--- config.mk ---
export PLATFORM = sky130hd
export DESIGN_NAME = decode_stage_ctrl
export DESIGN_NICKNAME = d
export VERILOG_FILES = /design/src/rtl/decode_pkg.sv /design/src/rtl/imm32.sv /design/src/rtl/decode_stage_ctrl.sv
export SDC_FILE = /design/constraint.sdc
export NUM_CORES = 1
export LEC_CHECK = 0
export BUFFER_PORTS_ARGS = -buffer_cell sky130_fd_sc_hd__buf_2
export CORE_ASPECT_RATIO = 0.7
export CORE_MARGIN = 2
export CORE_UTILIZATION = 59
export CTS_CLUSTER_SIZE = 10
export DETAILED_ROUTE_END_ITERATION = 12
export PLACE_DENSITY = 0.84
export SLEW_MARGIN = 20
export SYNTH_ARGS = -nofsm -noshare
export SYNTH_HDL_FRONTEND = slang
export SYNTH_SLANG_ARGS = --single-unit
--- constraint.sdc ---
create_clock -name clk -period 4.7 [get_ports clk]
set_input_delay 0.705 -clock clk [delete_from_list [all_inputs] [get_ports clk]]
set_output_delay 0.705 -clock clk [all_outputs]
set_load 0.05 [all_outputs]
--- src/rtl/decode_pkg.sv ---
// Shared definitions for the RV32I decode stage: opcodes, immediate type
// codes, the skid-buffer state encoding and the decoded bundle.
package decode_pkg;

  localparam int XLEN_C = 32;

  // RV32I major opcodes (instr[6:0])
  localparam logic [6:0] OPC_LOAD     = 7'b0000011;
  localparam logic [6:0] OPC_MISC_MEM = 7'b0001111;
  localparam logic [6:0] OPC_OP_IMM   = 7'b0010011;
  localparam logic [6:0] OPC_AUIPC    = 7'b0010111;
  localparam logic [6:0] OPC_STORE    = 7'b0100011;
  localparam logic [6:0] OPC_OP       = 7'b0110011;
  localparam logic [6:0] OPC_LUI      = 7'b0110111;
  localparam logic [6:0] OPC_BRANCH   = 7'b1100011;
  localparam logic [6:0] OPC_JALR     = 7'b1100111;
  localparam logic [6:0] OPC_JAL      = 7'b1101111;
  localparam logic [6:0] OPC_SYSTEM   = 7'b1110011;

  // Immediate format codes shared with imm32
  localparam logic [2:0] IMM_I  = 3'd0;
  localparam logic [2:0] IMM_B  = 3'd1;
  localparam logic [2:0] IMM_S  = 3'd2;
  localparam logic [2:0] IMM_U  = 3'd3;
  localparam logic [2:0] IMM_J  = 3'd4;
  localparam logic [2:0] IMM_SH = 3'd5;

  // Occupancy of the two-entry output/skid buffer
  typedef enum logic [1:0] {
    ST_EMPTY = 2'd0,
    ST_ONE   = 2'd1,
    ST_FULL  = 2'd2
  } state_e;

  // One decoded instruction as it travels to execute
  typedef struct packed {
    logic [XLEN_C-1:0] pc;
    logic [XLEN_C-1:0] instr;
    logic [XLEN_C-1:0] imm;
    logic [2:0]        imm_type;
    logic              has_imm;
    logic [4:0]        rd;
    logic [4:0]        rs1;
    logic [4:0]        rs2;
    logic [2:0]        funct3;
    logic              illegal;
  } bundle_t;

endpackage

--- src/rtl/imm32.sv ---
// RV32I immediate generator. Takes instr[31:7] and a format code and returns
// the sign-extended 32-bit immediate. Unknown codes (including the shift
// format) return all ones; the caller builds shift amounts itself.
module imm32
  import decode_pkg::*;
(
  input  logic [24:0] instr_hi_i,
  input  logic [2:0]  imm_type_i,
  output logic [31:0] imm_o
);

  // Bit k of instr_hi_i is instr[k+7]
  logic sgn;
  assign sgn = instr_hi_i[24];

  // Format multiplexer
  always_comb begin
    imm_o = '1;
    case (imm_type_i)
      IMM_I: imm_o = {{20{sgn}}, instr_hi_i[24:13]};
      IMM_S: imm_o = {{20{sgn}}, instr_hi_i[24:18], instr_hi_i[4:0]};
      IMM_B: imm_o = {{20{sgn}}, instr_hi_i[0], instr_hi_i[23:18],
                      instr_hi_i[4:1], 1'b0};
      IMM_U: imm_o = {instr_hi_i[24:5], 12'b0};
      IMM_J: imm_o = {{12{sgn}}, instr_hi_i[12:5], instr_hi_i[13],
                      instr_hi_i[23:14], 1'b0};
      default: imm_o = '1;
    endcase
  end

endmodule

--- src/rtl/decode_stage_ctrl.sv ---
// RV32I decode stage: classifies the opcode, generates the immediate through
// imm32 and registers the bundle into a two-entry skid buffer.
// Optional macro DECODE_SHAMT_EN: decode SLLI/SRLI/SRAI as shift-amount
// immediates (type 5) with funct7 legality checking.
//
// Handshake: a beat moves on a side when valid & ready are both high at the
// rising edge; valid never depends on ready, and the output payload holds
// while out_valid & !out_ready. in_ready is registered (high unless FULL).
module decode_stage_ctrl
  import decode_pkg::*;
#(
  parameter int XLEN  = 32,
  parameter int CNT_W = 8
) (
  input  logic             clk,
  input  logic             rst_n,
  input  logic             flush,
  input  logic             in_valid,
  output logic             in_ready,
  input  logic [XLEN-1:0]  in_instr,
  input  logic [XLEN-1:0]  in_pc,
  output logic             out_valid,
  input  logic             out_ready,
  output logic [XLEN-1:0]  out_pc,
  output logic [XLEN-1:0]  out_instr,
  output logic [XLEN-1:0]  out_imm,
  output logic [2:0]       out_imm_type,
  output logic             out_has_imm,
  output logic [4:0]       out_rd,
  output logic [4:0]       out_rs1,
  output logic [4:0]       out_rs2,
  output logic [2:0]       out_funct3,
  output logic             out_illegal,
  output logic [CNT_W-1:0] illegal_cnt,
  output logic [1:0]       dbg_state_o
);

  state_e            state_q, state_d;
  bundle_t           out_q, out_d;
  bundle_t           skid_q, skid_d;
  logic              in_ready_q;
  logic [CNT_W-1:0]  cnt_q, cnt_d;

  logic [6:0]  opc;
  logic [2:0]  f3;
  logic [2:0]  imm_type;
  logic        has_imm;
  logic        illegal;
  logic [31:0] gen_imm;
  bundle_t     dec;
  logic        accept;
  logic        xfer;

  assign opc    = in_instr[6:0];
  assign f3     = in_instr[14:12];
  assign accept = in_valid & in_ready_q;
  assign xfer   = (state_q != ST_EMPTY) & out_ready;

  // Opcode classification and immediate format selection
  always_comb begin
    imm_type = IMM_I;
    has_imm  = 1'b0;
    illegal  = 1'b0;
    case (opc)
      OPC_LOAD, OPC_OP_IMM, OPC_JALR, OPC_SYSTEM, OPC_MISC_MEM: begin
        has_imm  = 1'b1;
        imm_type = IMM_I;
      end
      OPC_STORE:           begin has_imm = 1'b1; imm_type = IMM_S; end
      OPC_BRANCH:          begin has_imm = 1'b1; imm_type = IMM_B; end
      OPC_LUI, OPC_AUIPC:  begin has_imm = 1'b1; imm_type = IMM_U; end
      OPC_JAL:             begin has_imm = 1'b1; imm_type = IMM_J; end
      OPC_OP:              begin has_imm = 1'b0; imm_type = IMM_I; end
      default:             illegal = 1'b1;
    endcase
`ifdef DECODE_SHAMT_EN
    if (opc == OPC_OP_IMM && (f3 == 3'b001 || f3 == 3'b101)) begin
      imm_type = IMM_SH;
      if (f3 == 3'b001 && in_instr[31:25] != 7'b0000000)
        illegal = 1'b1;
      if (f3 == 3'b101 && in_instr[31:25] != 7'b0000000 &&
          in_instr[31:25] != 7'b0100000)
        illegal = 1'b1;
    end
`endif
    if (in_instr[1:0] != 2'b11)
      illegal = 1'b1;
    // Illegal words carry no immediate at all
    if (illegal) begin
      has_imm  = 1'b0;
      imm_type = IMM_I;
    end
  end

  imm32 u_imm32 (
    .instr_hi_i (in_instr[31:7]),
    .imm_type_i (imm_type),
    .imm_o      (gen_imm)
  );

  // Assemble the decoded bundle for the incoming word
  always_comb begin
    dec          = '0;
    dec.pc       = in_pc;
    dec.instr    = in_instr;
    dec.imm_type = imm_type;
    dec.has_imm  = has_imm;
    dec.rd       = in_instr[11:7];
    dec.rs1      = in_instr[19:15];
    dec.rs2      = in_instr[24:20];
    dec.funct3   = f3;
    dec.illegal  = illegal;
    dec.imm      = has_imm ? gen_imm : '0;
`ifdef DECODE_SHAMT_EN
    // imm32 yields all ones for shifts; instr[30] is not part of shamt
    if (has_imm && imm_type == IMM_SH)
      dec.imm = {27'b0, in_instr[24:20]};
`endif
  end

  // Buffer occupancy, data movement and illegal accounting
  always_comb begin
    state_d = state_q;
    out_d   = out_q;
    skid_d  = skid_q;
    cnt_d   = cnt_q;
    if (flush) begin
      state_d = ST_EMPTY;
      skid_d  = '0;
    end else begin
      if (accept && illegal && cnt_q != {CNT_W{1'b1}})
        cnt_d = cnt_q + 1'b1;
      case (state_q)
        ST_EMPTY: begin
          if (accept) begin
            state_d = ST_ONE;
            out_d   = dec;
          end
        end
        ST_ONE: begin
          if (accept && !xfer) begin
            state_d = ST_FULL;
            skid_d  = dec;
          end else if (accept && xfer) begin
            out_d = dec;
          end else if (xfer) begin
            state_d = ST_EMPTY;
          end
        end
        ST_FULL: begin
          if (xfer) begin
            state_d = ST_ONE;
            out_d   = skid_q;
            skid_d  = '0;
          end
        end
        default: state_d = ST_EMPTY;
      endcase
    end
  end

  // State, payload and counter registers
  always_ff @(posedge clk or negedge rst_n) begin
    if (!rst_n) begin
      state_q    <= ST_EMPTY;
      out_q      <= '0;
      skid_q     <= '0;
      cnt_q      <= '0;
      in_ready_q <= 1'b1;
    end else begin
      state_q    <= state_d;
      out_q      <= out_d;
      skid_q     <= skid_d;
      cnt_q      <= cnt_d;
      in_ready_q <= (state_d != ST_FULL);
    end
  end

  assign in_ready     = in_ready_q;
  assign out_valid    = (state_q != ST_EMPTY);
  assign out_pc       = out_q.pc;
  assign out_instr    = out_q.instr;
  assign out_imm      = out_q.imm;
  assign out_imm_type = out_q.imm_type;
  assign out_has_imm  = out_q.has_imm;
  assign out_rd       = out_q.rd;
  assign out_rs1      = out_q.rs1;
  assign out_rs2      = out_q.rs2;
  assign out_funct3   = out_q.funct3;
  assign out_illegal  = out_q.illegal;
  assign illegal_cnt  = cnt_q;
  assign dbg_state_o  = state_q;

endmodule

==> flow_metrics.tcl <==
set metrics [dict create \
    outcome "finished clean" \
    power_leakage_uw 0.00527 \
    timing.slew.headroom_pct 24.3 \
    critical_path.startpoint "dbg_state_o[0]" \
    ys_async_sr_fraction_pct 100 \
    worst_skew_pair.late_latency_ps 500 \
    cts_hold_buf 0 \
    first_pass_grt_wire_length_um 41000 \
    slew_viol_final 0 \
    layout-drive-gt1-share_pct 22.6 \
    worst-r2r-setup-slack_ps 1740 \
    starting_density_of_the_core_pct 59.6 \
    arrival_ps 3350 \
    die-height_um 111 \
    htree_levels 1 \
    synthesis.nets 1084 \
    post-layout-total-power_uw 5400 \
    half_perimeter_wire_length_of_the_detailed_placement_result_um 15600 \
    drtPass1Iterations 6 \
    syn_inst 1014 \
    finalCriticalPeriod_ps 2960 \
    clock-skew-final_ps 8.88 \
    count_of_final_setup_violators 0 \
    worstRegToRegCells 6 \
    num-fill-cells 1238 \
    syn-cell-area_um2 9630 \
    die_area_um2 17400 \
    worst_case_setup_slack_after_placement_ps 1780 \
    maximum_root_to_sink_buffer_count 3 \
    cts_sinks 213 \
    slew_of_the_pin_with_the_lowest_slew_margin_ps 1140 \
    clk_pin_slew_ps 60 \
    fin_tns_setup_ps 0 \
    dpl.cell_count 1353 \
    post_drt_via_cell_ratio 5.96 \
    largest_net_degree_at_the_start_of_global_routing 135 \
    maxCapViolCount 0 \
    num_antenna_cells 0 \
    vias_in_the_first_global_route 7924 \
    yosys_warn_count 0 \
    routed_wire_length_um 24900 \
    critPathCaptureType "flip-flop" \
    utilization_pct 69.9 \
    rsz0062_at_grt "no" \
    timing.setup.critical_path_class "reg2reg" \
    cts_root_buffer "sky130_fd_sc_hd__clkbuf_16" \
    synthFlopType "sky130_fd_sc_hd__dfrtp_1" \
    boundaryPins 200 \
    port_buffers 199 \
    seq_area_frac_synth_pct 55.4 \
    number_of_synthesized_flops_with_an_enable_pin 0 \
    yosys.cell_count.top_type "sky130_fd_sc_hd__dfrtp_1" \
    grt_overflow_total 0 \
    critical_path_peak_fanout 79 \
    globalRouteTotalUtil_pct 29.2 \
    timing.rr.end "skid_q[85]" \
    hp-class "in2async" \
    detail_route.wl_per_cell_um 17.9 \
    std_cell_rows 39 \
    synth_area_per_cell_um2 9.50 \
    cellPowerDensity_nw_per_um2 479 \
    netlist-cell-type-count 57 \
    drc_violation_count_after_routing 0 \
    finish.cell_count_without_fillers 1391 \
    top_cell_type_by_total_area_after_synthesis "sky130_fd_sc_hd__dfrtp_1" \
    numCtsBuffers 25 \
    post_cts_resize_count 0 \
    yosys_register_bits 213 \
    die_x_um 157 \
    hold_violations 0 \
    setup.worst_path.end "skid_q[85]" \
    netlist_top_cells_count "sky130_fd_sc_hd__dfrtp_1 (212), sky130_fd_sc_hd__nand2_1 (200), sky130_fd_sc_hd__nor2_1 (109), sky130_fd_sc_hd__a21oi_1 (90), sky130_fd_sc_hd__a31oi_1 (65)" \
    startpoint_type "flip-flop" \
    syn_to_final_growth_pct 17.2 \
    cts_tree "done" \
    dr_total_vias 8290 \
    final_nets 1228 \
    timing.fmax_ghz 0.338 \
    gp_congestion 0.863 \
    synthTopCellsByArea "sky130_fd_sc_hd__dfrtp_1 (55%), sky130_fd_sc_hd__nand2_1 (7.8%), sky130_fd_sc_hd__a21oi_1 (4.7%), sky130_fd_sc_hd__a22o_1 (4.4%), sky130_fd_sc_hd__nor2_1 (4.2%)" \
    initial_antenna_violation_count 0 \
    ir_drop_v 0.000430 \
    worst_endpoint_required_time_ps 5080 \
    post-route-period-util_pct 63.0 \
    cts_setup_buffers 0 \
    r2r-start "dbg_state_o[0]" \
    synth_largest_type_area_fraction_pct 55.1 \
    count_of_antenna_violating_nets_left_after_detailed_routing 0 \
    worst_slack_ps 1740 \
    detailedRoute.firstIterationViolations 915 \
    design.core.area_um2 16200 \
]
==> worst max-delay path, stage by stage, from the launching register on <==
cell	delay [ps]
sky130_fd_sc_hd__dfrtp_1	450
sky130_fd_sc_hd__and2b_4	530
sky130_fd_sc_hd__buf_4	750
sky130_fd_sc_hd__a22o_1	330
sky130_fd_sc_hd__nor2_4	40
sky130_fd_sc_hd__buf_4	380
sky130_fd_sc_hd__a22o_1	330
==> power by group <==
part	internal, uW	switching [uW]	total [uW]
sequential	2040	158	2200
combinational	344	1210	1560
clock	961	686	1650
total	3350	2060	5400
==> routing by layer <==
layer | routed length, um | vias up | global-route usage, %
met2 | 10800 | 390 | 41.8
met5 | 0 | - | 0
met1 | 11400 | 4057 | 46.0
met4 | 720 | 0 | 8.69
li1 | - | 3783 | -
met3 | 1890 | 60 | 4.69
==> how the worst min path moves through the flow <==
stage                           start        endpoint  slack [ps]  cells past startpoint
after floorplan                 rst_n  dbg_state_o[0]         410                      0
after global placement      skid_q[0]       skid_q[0]         460                      1
after detailed placement  out_illegal     out_illegal         470                      2
after CTS                       rst_n    out_instr[9]         370                      1
after global routing            rst_n    out_instr[9]         130                      1
final                           rst_n    out_instr[9]         110                      1
==> placed cells by master (no fill, tap or decap), types with 2 or more instances in the layout <==
cell type	netlist	final
sky130_fd_sc_hd__buf_8	0	2
sky130_fd_sc_hd__and3_1	10	10
sky130_fd_sc_hd__buf_12	0	2
sky130_fd_sc_hd__clkbuf_16	0	25
sky130_fd_sc_hd__buf_2	40	198
sky130_fd_sc_hd__a31oi_1	65	65
sky130_fd_sc_hd__clkbuf_1	25	9
sky130_fd_sc_hd__nor2b_1	2	2
sky130_fd_sc_hd__and2_1	2	2
sky130_fd_sc_hd__buf_16	0	2
sky130_fd_sc_hd__xor2_1	8	8
sky130_fd_sc_hd__nand3b_1	2	2
sky130_fd_sc_hd__nor2_1	109	109
sky130_fd_sc_hd__inv_1	6	6
sky130_fd_sc_hd__and3b_1	4	4
sky130_fd_sc_hd__nor4_2	1	2
sky130_fd_sc_hd__nand3_1	36	36
sky130_fd_sc_hd__nor3_2	1	2
sky130_fd_sc_hd__o21ai_0	21	21
sky130_fd_sc_hd__a22o_1	48	48
sky130_fd_sc_hd__o21a_1	9	9
sky130_fd_sc_hd__a21o_1	2	2
sky130_fd_sc_hd__dfrtp_1	212	212
sky130_fd_sc_hd__buf_4	22	10
sky130_fd_sc_hd__nor2_4	2	2
sky130_fd_sc_hd__a221o_1	6	6
sky130_fd_sc_hd__nand4_1	2	2
sky130_fd_sc_hd__o32ai_1	2	2
sky130_fd_sc_hd__nand2_1	200	200
sky130_fd_sc_hd__a221oi_1	7	7
sky130_fd_sc_hd__a22oi_2	1	2
sky130_fd_sc_hd__nand2b_1	15	14
sky130_fd_sc_hd__a2111oi_4	2	2
sky130_fd_sc_hd__mux2i_1	2	2
sky130_fd_sc_hd__a21oi_1	90	89
sky130_fd_sc_hd__o21ai_1	22	22
sky130_fd_sc_hd__a211oi_1	4	4
==> kinds of logic (layout without fill, tap and decap cells) <==
kind of cell             count (synthesis)  after routing  share of synthesized area (%)
XOR/XNOR                                 8              8                          0.728
AO/OA/AOI/OAI                          285            285                           19.5
multiplexers                             3              3                          0.325
adder cells (fa/ha/maj)                  1              1                          0.130
AND/OR/NAND/NOR                        401            401                           18.3
buffers and inverters                  103            255                           5.63
flip-flops                             213            213                           55.4
==> flip-flops by register name (all words and copies together) (netlist names) <==
register      cells
skid_q          101
dbg_state_o       2
out_imm          32
out_illegal       1
out_imm_type      3
out_instr        32
in_ready          1
out_pc           32
illegal_cnt       8
out_has_imm       1
==> through the flow <==
step | cell area, um^2 | hold WS (ps)
2_1_floorplan | 9630 | 409
3_3_place_gp | 10500 | 462
3_5_place_dp | 10500 | 467
4_1_cts | 11200 | 373
5_1_grt | 11300 | 132
6_report | 11300 | 113
==> cell type report <==
cell class	count	area [um^2]	share of cell area, %
Clock buffer	34	659	5.84
Sequential cell	213	5330	47.2
Timing Repair Buffer	214	1190	10.6
Tap cell	225	282	2.49
Clock inverter	1	8.76	0.0776
Inverter	6	22.5	0.200
Multi-Input combinational cell	698	3790	33.6
Note: power is estimated with default switching activity, not from simulation.
